$ cat src/rtl/mem_access_unit_if.sv
// Request/response and data-memory port bundle for the load/store unit.
// slave = unit side; master = core + memory side.
interface mem_access_unit_if #(
    parameter int MEM_ADDR_WIDTH = 7
);
    logic                      req_valid;
    logic                      req_ready;
    logic                      req_we;
    logic [1:0]                req_size;
    logic                      req_unsigned;
    logic [31:0]               req_addr;
    logic [31:0]               req_wdata;
    logic                      resp_valid;
    logic [31:0]               resp_rdata;
    logic                      resp_err;
    logic [MEM_ADDR_WIDTH-1:0] mem_addr;
    logic [31:0]               mem_wdata;
    logic                      mem_we;
    logic [31:0]               mem_rdata;

    modport slave (
        input  req_valid, req_we, req_size, req_unsigned, req_addr, req_wdata, mem_rdata,
        output req_ready, resp_valid, resp_rdata, resp_err, mem_addr, mem_wdata, mem_we
    );

    modport master (
        output req_valid, req_we, req_size, req_unsigned, req_addr, req_wdata, mem_rdata,
        input  req_ready, resp_valid, resp_rdata, resp_err, mem_addr, mem_wdata, mem_we
    );
endinterface

$ cat src/rtl/mem_access_unit.sv
// Load/store unit: maps byte/halfword/word accesses onto a word-wide memory,
// using read-modify-write for sub-word stores and lane extraction for loads.
module mem_access_unit #(
    parameter int MEM_ADDR_WIDTH = 7
) (
    input  logic               clk,
    input  logic               rst,
    mem_access_unit_if.slave   bus
);

    typedef enum logic [2:0] {
        IDLE,
        LOAD,
        MERGE,
        WRITE,
        ERR
    } state_t;

    localparam logic [1:0] SIZE_BYTE = 2'b00;
    localparam logic [1:0] SIZE_HALF = 2'b01;
    localparam logic [1:0] SIZE_WORD = 2'b10;

    state_t                    state;
    logic [1:0]                size_q;
    logic                      unsigned_q;
    logic [1:0]                off_q;
    logic [31:0]               wdata_q;

    logic                      ready_q;
    logic                      valid_q;
    logic                      err_q;
    logic                      we_q;
    logic [31:0]               rdata_q;
    logic [MEM_ADDR_WIDTH-1:0] addr_q;
    logic [31:0]               mem_wdata_q;

    logic                      accept;
    logic                      req_bad;
    logic [7:0]                lane_b;
    logic [15:0]               lane_h;
    logic [31:0]               load_data;
    logic [31:0]               merge_data;

    assign accept = bus.req_valid && ready_q;

    always_comb begin
        req_bad = 1'b0;
        case (bus.req_size)
            SIZE_HALF: req_bad = bus.req_addr[0];
            SIZE_WORD: req_bad = (bus.req_addr[1:0] != 2'b00);
            SIZE_BYTE: req_bad = 1'b0;
            default:   req_bad = 1'b1;
        endcase
    end

    // NOTE: every always_comb output gets a default first so no path infers a latch.
    always_comb begin
        lane_b = bus.mem_rdata[7:0];
        case (off_q)
            2'd1:    lane_b = bus.mem_rdata[15:8];
            2'd2:    lane_b = bus.mem_rdata[23:16];
            2'd3:    lane_b = bus.mem_rdata[31:24];
            default: lane_b = bus.mem_rdata[7:0];
        endcase
        lane_h = off_q[1] ? bus.mem_rdata[31:16] : bus.mem_rdata[15:0];

        load_data = bus.mem_rdata;
        case (size_q)
            SIZE_BYTE: load_data = {{24{lane_b[7] & ~unsigned_q}}, lane_b};
            SIZE_HALF: load_data = {{16{lane_h[15] & ~unsigned_q}}, lane_h};
            default:   load_data = bus.mem_rdata;
        endcase
    end

    always_comb begin
        merge_data = bus.mem_rdata;
        if (size_q == SIZE_BYTE) begin
            case (off_q)
                2'd0:    merge_data[7:0]   = wdata_q[7:0];
                2'd1:    merge_data[15:8]  = wdata_q[7:0];
                2'd2:    merge_data[23:16] = wdata_q[7:0];
                default: merge_data[31:24] = wdata_q[7:0];
            endcase
        end else if (off_q[1]) begin
            merge_data[31:16] = wdata_q[15:0];
        end else begin
            merge_data[15:0] = wdata_q[15:0];
        end
    end

    // Completion flags are set on the edge that enters the completing state,
    // so they are registered yet line up with that state's cycle.
    // NOTE: sequential state uses non-blocking assignments only, so every flop samples pre-edge values.
    always_ff @(posedge clk) begin
        if (rst) begin
            state       <= IDLE;
            ready_q     <= 1'b1;
            valid_q     <= 1'b0;
            err_q       <= 1'b0;
            we_q        <= 1'b0;
            rdata_q     <= '0;
            addr_q      <= '0;
            mem_wdata_q <= '0;
            size_q      <= '0;
            unsigned_q  <= 1'b0;
            off_q       <= '0;
            wdata_q     <= '0;
        end else begin
            valid_q <= 1'b0;
            we_q    <= 1'b0;
            case (state)
                IDLE: begin
                    if (accept) begin
                        ready_q    <= 1'b0;
                        size_q     <= bus.req_size;
                        unsigned_q <= bus.req_unsigned;
                        off_q      <= bus.req_addr[1:0];
                        wdata_q    <= bus.req_wdata;
                        if (req_bad) begin
                            state   <= ERR;
                            valid_q <= 1'b1;
                            err_q   <= 1'b1;
                            rdata_q <= '0;
                        end else begin
                            addr_q <= bus.req_addr[MEM_ADDR_WIDTH+1:2];
                            if (!bus.req_we) begin
                                state   <= LOAD;
                                valid_q <= 1'b1;
                                err_q   <= 1'b0;
                            end else if (bus.req_size == SIZE_WORD) begin
                                state       <= WRITE;
                                we_q        <= 1'b1;
                                valid_q     <= 1'b1;
                                err_q       <= 1'b0;
                                rdata_q     <= '0;
                                mem_wdata_q <= bus.req_wdata;
                            end else begin
                                state <= MERGE;
                            end
                        end
                    end
                end
                LOAD: begin
                    rdata_q <= load_data;
                    ready_q <= 1'b1;
                    state   <= IDLE;
                end
                MERGE: begin
                    mem_wdata_q <= merge_data;
                    we_q        <= 1'b1;
                    valid_q     <= 1'b1;
                    err_q       <= 1'b0;
                    rdata_q     <= '0;
                    state       <= WRITE;
                end
                WRITE, ERR: begin
                    ready_q <= 1'b1;
                    state   <= IDLE;
                end
                default: begin
                    ready_q <= 1'b1;
                    state   <= IDLE;
                end
            endcase
        end
    end

    // The load result is live during LOAD and held in rdata_q afterwards.
    assign bus.resp_rdata = (state == LOAD) ? load_data : rdata_q;
    assign bus.req_ready  = ready_q;
    assign bus.resp_err   = err_q;
    assign bus.mem_addr   = addr_q;
    assign bus.mem_wdata  = mem_wdata_q;
    // A reset landing on the WRITE cycle must not let that write or its response escape.
    assign bus.mem_we     = we_q & ~rst;
    assign bus.resp_valid = valid_q & ~rst;

endmodule

$ cat src/flat_wrapper.sv
// flat-port wrapper written by rule: the top's interface ports become plain ports
module mem_access_unit_flat 
#(
    parameter int MEM_ADDR_WIDTH = 7
)
  (clk, rst, bus_req_valid, bus_req_we, bus_req_size, bus_req_unsigned, bus_req_addr, bus_req_wdata, bus_mem_rdata, bus_req_ready, bus_resp_valid, bus_resp_rdata, bus_resp_err, bus_mem_addr, bus_mem_wdata, bus_mem_we);
  mem_access_unit_if #(.MEM_ADDR_WIDTH(MEM_ADDR_WIDTH)) bus_i ();
  input  logic clk;
  input  logic rst;
  input wire logic [$bits(bus_i.req_valid)-1:0] bus_req_valid;
  input wire logic [$bits(bus_i.req_we)-1:0] bus_req_we;
  input wire logic [$bits(bus_i.req_size)-1:0] bus_req_size;
  input wire logic [$bits(bus_i.req_unsigned)-1:0] bus_req_unsigned;
  input wire logic [$bits(bus_i.req_addr)-1:0] bus_req_addr;
  input wire logic [$bits(bus_i.req_wdata)-1:0] bus_req_wdata;
  input wire logic [$bits(bus_i.mem_rdata)-1:0] bus_mem_rdata;
  output wire logic [$bits(bus_i.req_ready)-1:0] bus_req_ready;
  output wire logic [$bits(bus_i.resp_valid)-1:0] bus_resp_valid;
  output wire logic [$bits(bus_i.resp_rdata)-1:0] bus_resp_rdata;
  output wire logic [$bits(bus_i.resp_err)-1:0] bus_resp_err;
  output wire logic [$bits(bus_i.mem_addr)-1:0] bus_mem_addr;
  output wire logic [$bits(bus_i.mem_wdata)-1:0] bus_mem_wdata;
  output wire logic [$bits(bus_i.mem_we)-1:0] bus_mem_we;
  assign bus_i.req_valid = bus_req_valid;
  assign bus_i.req_we = bus_req_we;
  assign bus_i.req_size = bus_req_size;
  assign bus_i.req_unsigned = bus_req_unsigned;
  assign bus_i.req_addr = bus_req_addr;
  assign bus_i.req_wdata = bus_req_wdata;
  assign bus_i.mem_rdata = bus_mem_rdata;
  assign bus_req_ready = bus_i.req_ready;
  assign bus_resp_valid = bus_i.resp_valid;
  assign bus_resp_rdata = bus_i.resp_rdata;
  assign bus_resp_err = bus_i.resp_err;
  assign bus_mem_addr = bus_i.mem_addr;
  assign bus_mem_wdata = bus_i.mem_wdata;
  assign bus_mem_we = bus_i.mem_we;
  mem_access_unit #(.MEM_ADDR_WIDTH(MEM_ADDR_WIDTH)) u_core (.clk(clk), .rst(rst), .bus(bus_i));
endmodule
$ cat config.mk
export PLATFORM = sky130hd
export DESIGN_NAME = mem_access_unit_flat
export DESIGN_NICKNAME = d
export VERILOG_FILES = /design/src/rtl/mem_access_unit_if.sv /design/src/rtl/mem_access_unit.sv /design/src/flat_wrapper.sv
export SDC_FILE = /design/constraint.sdc
export NUM_CORES = 1
export LEC_CHECK = 0
export ABC_AREA = 1
export CORE_UTILIZATION = 40
export DETAILED_ROUTE_END_ITERATION = 8
export PLACE_DENSITY = 0.76
export SYNTH_ARGS = -nofsm -noshare
export SYNTH_HDL_FRONTEND = slang
export SYNTH_SLANG_ARGS = --single-unit
$ cat constraint.sdc
create_clock -name clk -period 1.7 [get_ports clk]
set_clock_uncertainty 0.05 [all_clocks]
set_input_delay 0.34 -clock clk [delete_from_list [all_inputs] [get_ports clk]]
set_output_delay 0.34 -clock clk [all_outputs]
set_load 0.005 [all_outputs]
==> insert_results.sql <==
INSERT INTO impl_metrics (metric_group, metric, value, unit) VALUES
('synth', 'count_of_cell_types_in_the_netlist', '29', ''),
('timing', 'clock.fmax', '403', 'MHz'),
('critical_path', 'critPathMaxFanout', '12', ''),
('detailed_routing', 'final_antenna_net_count', '0', ''),
('power', 'maximum_vdd_drop', '0.000625', 'V'),
('global_routing', 'antenna_violations_before_repair', '0', ''),
('clocking', 'clock_sinks', '99', ''),
('synth', 'synth_simple_gate_area_share', '39.6', '%'),
('synth', 'synth_seq_cells', '99', ''),
('global_routing', 'gr-total-overflow', '0', ''),
('synth', 'post_synth_xor_area_fraction', '0', '%'),
('detailed_routing', 'via_per_inst', '5.66', ''),
('clocking', 'ctsLongestPathBuffers', '2', ''),
('clocking', 'clock_latency', '0.38', 'ns'),
('detailed_routing', 'initialDrtViolationCount', '979', ''),
('die', 'die-height', '125', 'um'),
('die', 'rows', '44', ''),
('global_routing', 'grt_max_degree', '59', ''),
('layout', 'final_layout_size_suffix_gt1_share', '36.9', '%'),
('layout', 'flow.area_growth_from_synthesis', '82.1', '%'),
('min_path', 'hp-class', 'primary input to flop', ''),
('job', 'timing.max_cap.violations', '0', ''),
('timing', 'worst_hold_slack', '0.413', 'ns'),
('critical_path', 'critical_path_arrival', '2.09', 'ns'),
('status', 'violations', 'negative setup slack', ''),
('timing', 'layout_setup_ws', '-0.780', 'ns'),
('clocking', 'cts_inserted_buffers', '9', ''),
('clocking', 'clk_pin_slew', '0.07', 'ns'),
('synth', 'synthesis.area', '6010', 'um2'),
('critical_path', 'crit_path_cells', 'buf_12, buf_4, nand2_1, o21ai_2, nand2_1, nand3_2, nand2_1, nand2_2, nand2_2, nand2_1, clkdlybuf4s15_2', ''),
('synth', 'compound_cell_area_share_of_the_yosys_netlist', '16.7', '%'),
('clocking', 'tritoncts_clock_tree', 'built', ''),
('synth', 'synth_largest_type_area_fraction', '33.0', '%'),
('power', 'leakagePower', '5.05', 'nW'),
('place', 'numPortBuffers', '154', ''),
('timing', 'final_period_minus_worst_setup_slack', '2.48', 'ns'),
('timing', 'unrepaired_setup_endpoints_after_global_routing', 'yes', ''),
('global_routing', 'grt_pass1_vias', '7557', ''),
('die', 'core_area', '14600', 'um2'),
('layout', 'sequential_cell_area', '2000', 'um2'),
('die', 'num_io_pins', '178', ''),
('critical_path', 'timing.critical_path.slowest_stage_cell', 'sky130_fd_sc_hd__dfxtp_4', ''),
('die', 'full_die_area', '15500', 'um2'),
('critical_path', 'reg2reg_setup_slack', '-0.62', 'ns'),
('synth', 'dominant_cells_by_area_after_synthesis', 'sky130_fd_sc_hd__dfxtp_1 (33%), sky130_fd_sc_hd__nand2_1 (26%), sky130_fd_sc_hd__nand3_1 (7.3%)', ''),
('die', 'initial_core_util', '41.2', '%'),
('synth', 'post_synthesis_mean_instance_area', '5.95', 'um2'),
('critical_path', 'timing.critical_path.buf_inv', '3', ''),
('power', 'post_route_total_power', '0.00999', 'W'),
('synth', 'combinational_family_with_the_most_area_after_synthesis', 'simple AND/OR/NAND/NOR gates', ''),
('die', 'fp.dieW', '125', 'um'),
('layout', 'design.final.nets', '1434', ''),
('timing', 'timing_worst_slew_pin_value', '0.584', 'ns'),
('synth', 'synth_seq_area_share', '33.0', '%'),
('status', 'outcome', 'finished, violations left', ''),
('synth', 'muxShareOfSynthArea', '0', '%'),
('critical_path', 'worst_setup_path_start_kind', 'flop', ''),
('critical_path', 'crit_type', 'flop to output port', ''),
('timing', 'report.final.hold_viol_count', '0', ''),
('clocking', 'clock-root-buffer', 'sky130_fd_sc_hd__clkbuf_16', ''),
('timing', 'total_setup_violations_reported_at_the_end_of_the_flow', '81', ''),
('detailed_routing', 'wl_per_cell', '19.3', 'um'),
('critical_path', 'worst_setup_path_end_kind', 'output port', ''),
('place', 'post-dp-hpwl', '15600', 'um'),
('critical_path', 'timing.critical_path.mode_cell', 'sky130_fd_sc_hd__nand2_1', ''),
('critical_path', 'worstPathRequired', '1.31', 'ns'),
('synth', 'synth_top_cell_by_area', 'sky130_fd_sc_hd__dfxtp_1', ''),
('detailed_routing', 'total_number_of_vias', '8601', ''),
('global_routing', 'overall_global_routing_usage', '30.8', '%'),
('detailed_routing', 'drc', '0', ''),
('critical_path', 'cpPeakStageDelay', '0.38', 'ns');
final timing paths:
| kind | from | depth (start not counted) | endpoint |
|---|---|---|---|
| setup / recovery | u_core.off_q[1] | 11 | bus_resp_rdata[6] |
| setup reg to reg | u_core.off_q[0] | 14 | u_core.rdata_q[15] |
| hold reg to reg | u_core.bus.mem_wdata[26] | 2 | u_core.bus.mem_wdata[26] |
| hold / removal | rst | 3 | u_core.bus.mem_wdata[27] |
synthesized netlist by cell type, drive strengths merged:
| master | count |
|---|---|
| a21oi | 73 |
| a22oi | 4 |
| buf | 38 |
| clkbuf | 26 |
| clkinv | 1 |
| dfxtp | 99 |
| inv | 82 |
| nand2 | 423 |
| nand3 | 90 |
| nand4 | 1 |
| nor2 | 62 |
| nor3 | 2 |
| o211ai | 28 |
| o21ai | 75 |
| o21bai | 1 |
| o221ai | 1 |
| or2 | 4 |
cell families (layout without fill, tap and decap cells):
kind of cell    Yosys count  count (layout)
flops                    99              99
buf+inv                 147             472
simple gates            582             583
compound gates          182             182
timing repair:
item	in CTS	in global routing
endpoints found under the setup margin	63	98
resized for setup	234	258
hold buffers	0	0
pin swaps	38	97
cloned	5	12
setup buffers	80	37
per-layer routing:
layer / track usage, % / part of all wire, % / up-vias
met1: 38.8 / 37 / 3929
li1: - / - / 3881
met4: 14.2 / 6.5 / 0
met2: 50.1 / 46 / 629
met3: 6.66 / 11 / 162
met5: 0 / 0 / -
flip-flops by register name, indices dropped and copies added (netlist names):
name                  flops
u_core.bus.mem_addr       7
u_core.bus.mem_wdata     32
u_core.bus.req_ready      1
u_core.bus.resp_err       1
u_core.off_q              2
u_core.rdata_q           32
u_core.size_q             2
u_core.state              3
u_core.unsigned_q         1
u_core.valid_q            1
u_core.wdata_q           16
u_core.we_q               1
cells in the final DEF, fill, tap and decap left out, drive strengths merged, types with 2 or more instances in the layout:
cell type / instances
nor3: 2
a21oi: 73
inv: 84
dfxtp: 99
buf: 243
or2: 4
bufinv: 2
nor2: 62
nand2: 424
clkdlybuf4s50: 118
dlymetal6s2s: 2
nand3: 90
o211ai: 28
a22oi: 4
clkbuf: 17
o21ai: 75
clkinv: 4
through the flow:
stage	setup slack [ns]	cell area (um2)	TNS (ns)	cells	utilization (%)
finish	-0.780	11000	-27.09	1520	75.1
global route	-0.830	11000	-32.13	1520	75.1
CTS	-0.645	9880	-21.56	1508	67.7
detailed placement	-0.817	8510	-42.50	1411	58.3
global placement	-0.791	8510	-38.76	1411	58.3
floorplan	0.0849	6010	0	1010	-
cell type report:
cell class / instances / area share, %
multi-input cells: 765 / 39.8
clock inverters: 7 / 0.994
clock buffers: 9 / 2.06
well taps: 184 / 2.10
inverters: 83 / 3.00
flip-flops and latches: 99 / 18.2
repair buffers: 373 / 33.9
tightest hold or removal path, stage by stage:
cell	delay [ns]
sky130_fd_sc_hd__buf_2	0.13
sky130_fd_sc_hd__buf_4	0.22
sky130_fd_sc_hd__nor2_1	0.10
power breakdown:
part,switching [W],internal (W)
sequential,0.000136,0.00251
clock,0.00107,0.00132
combinational,0.00266,0.00229
total,0.00387,0.00613
(Power assumes the default switching activity.)
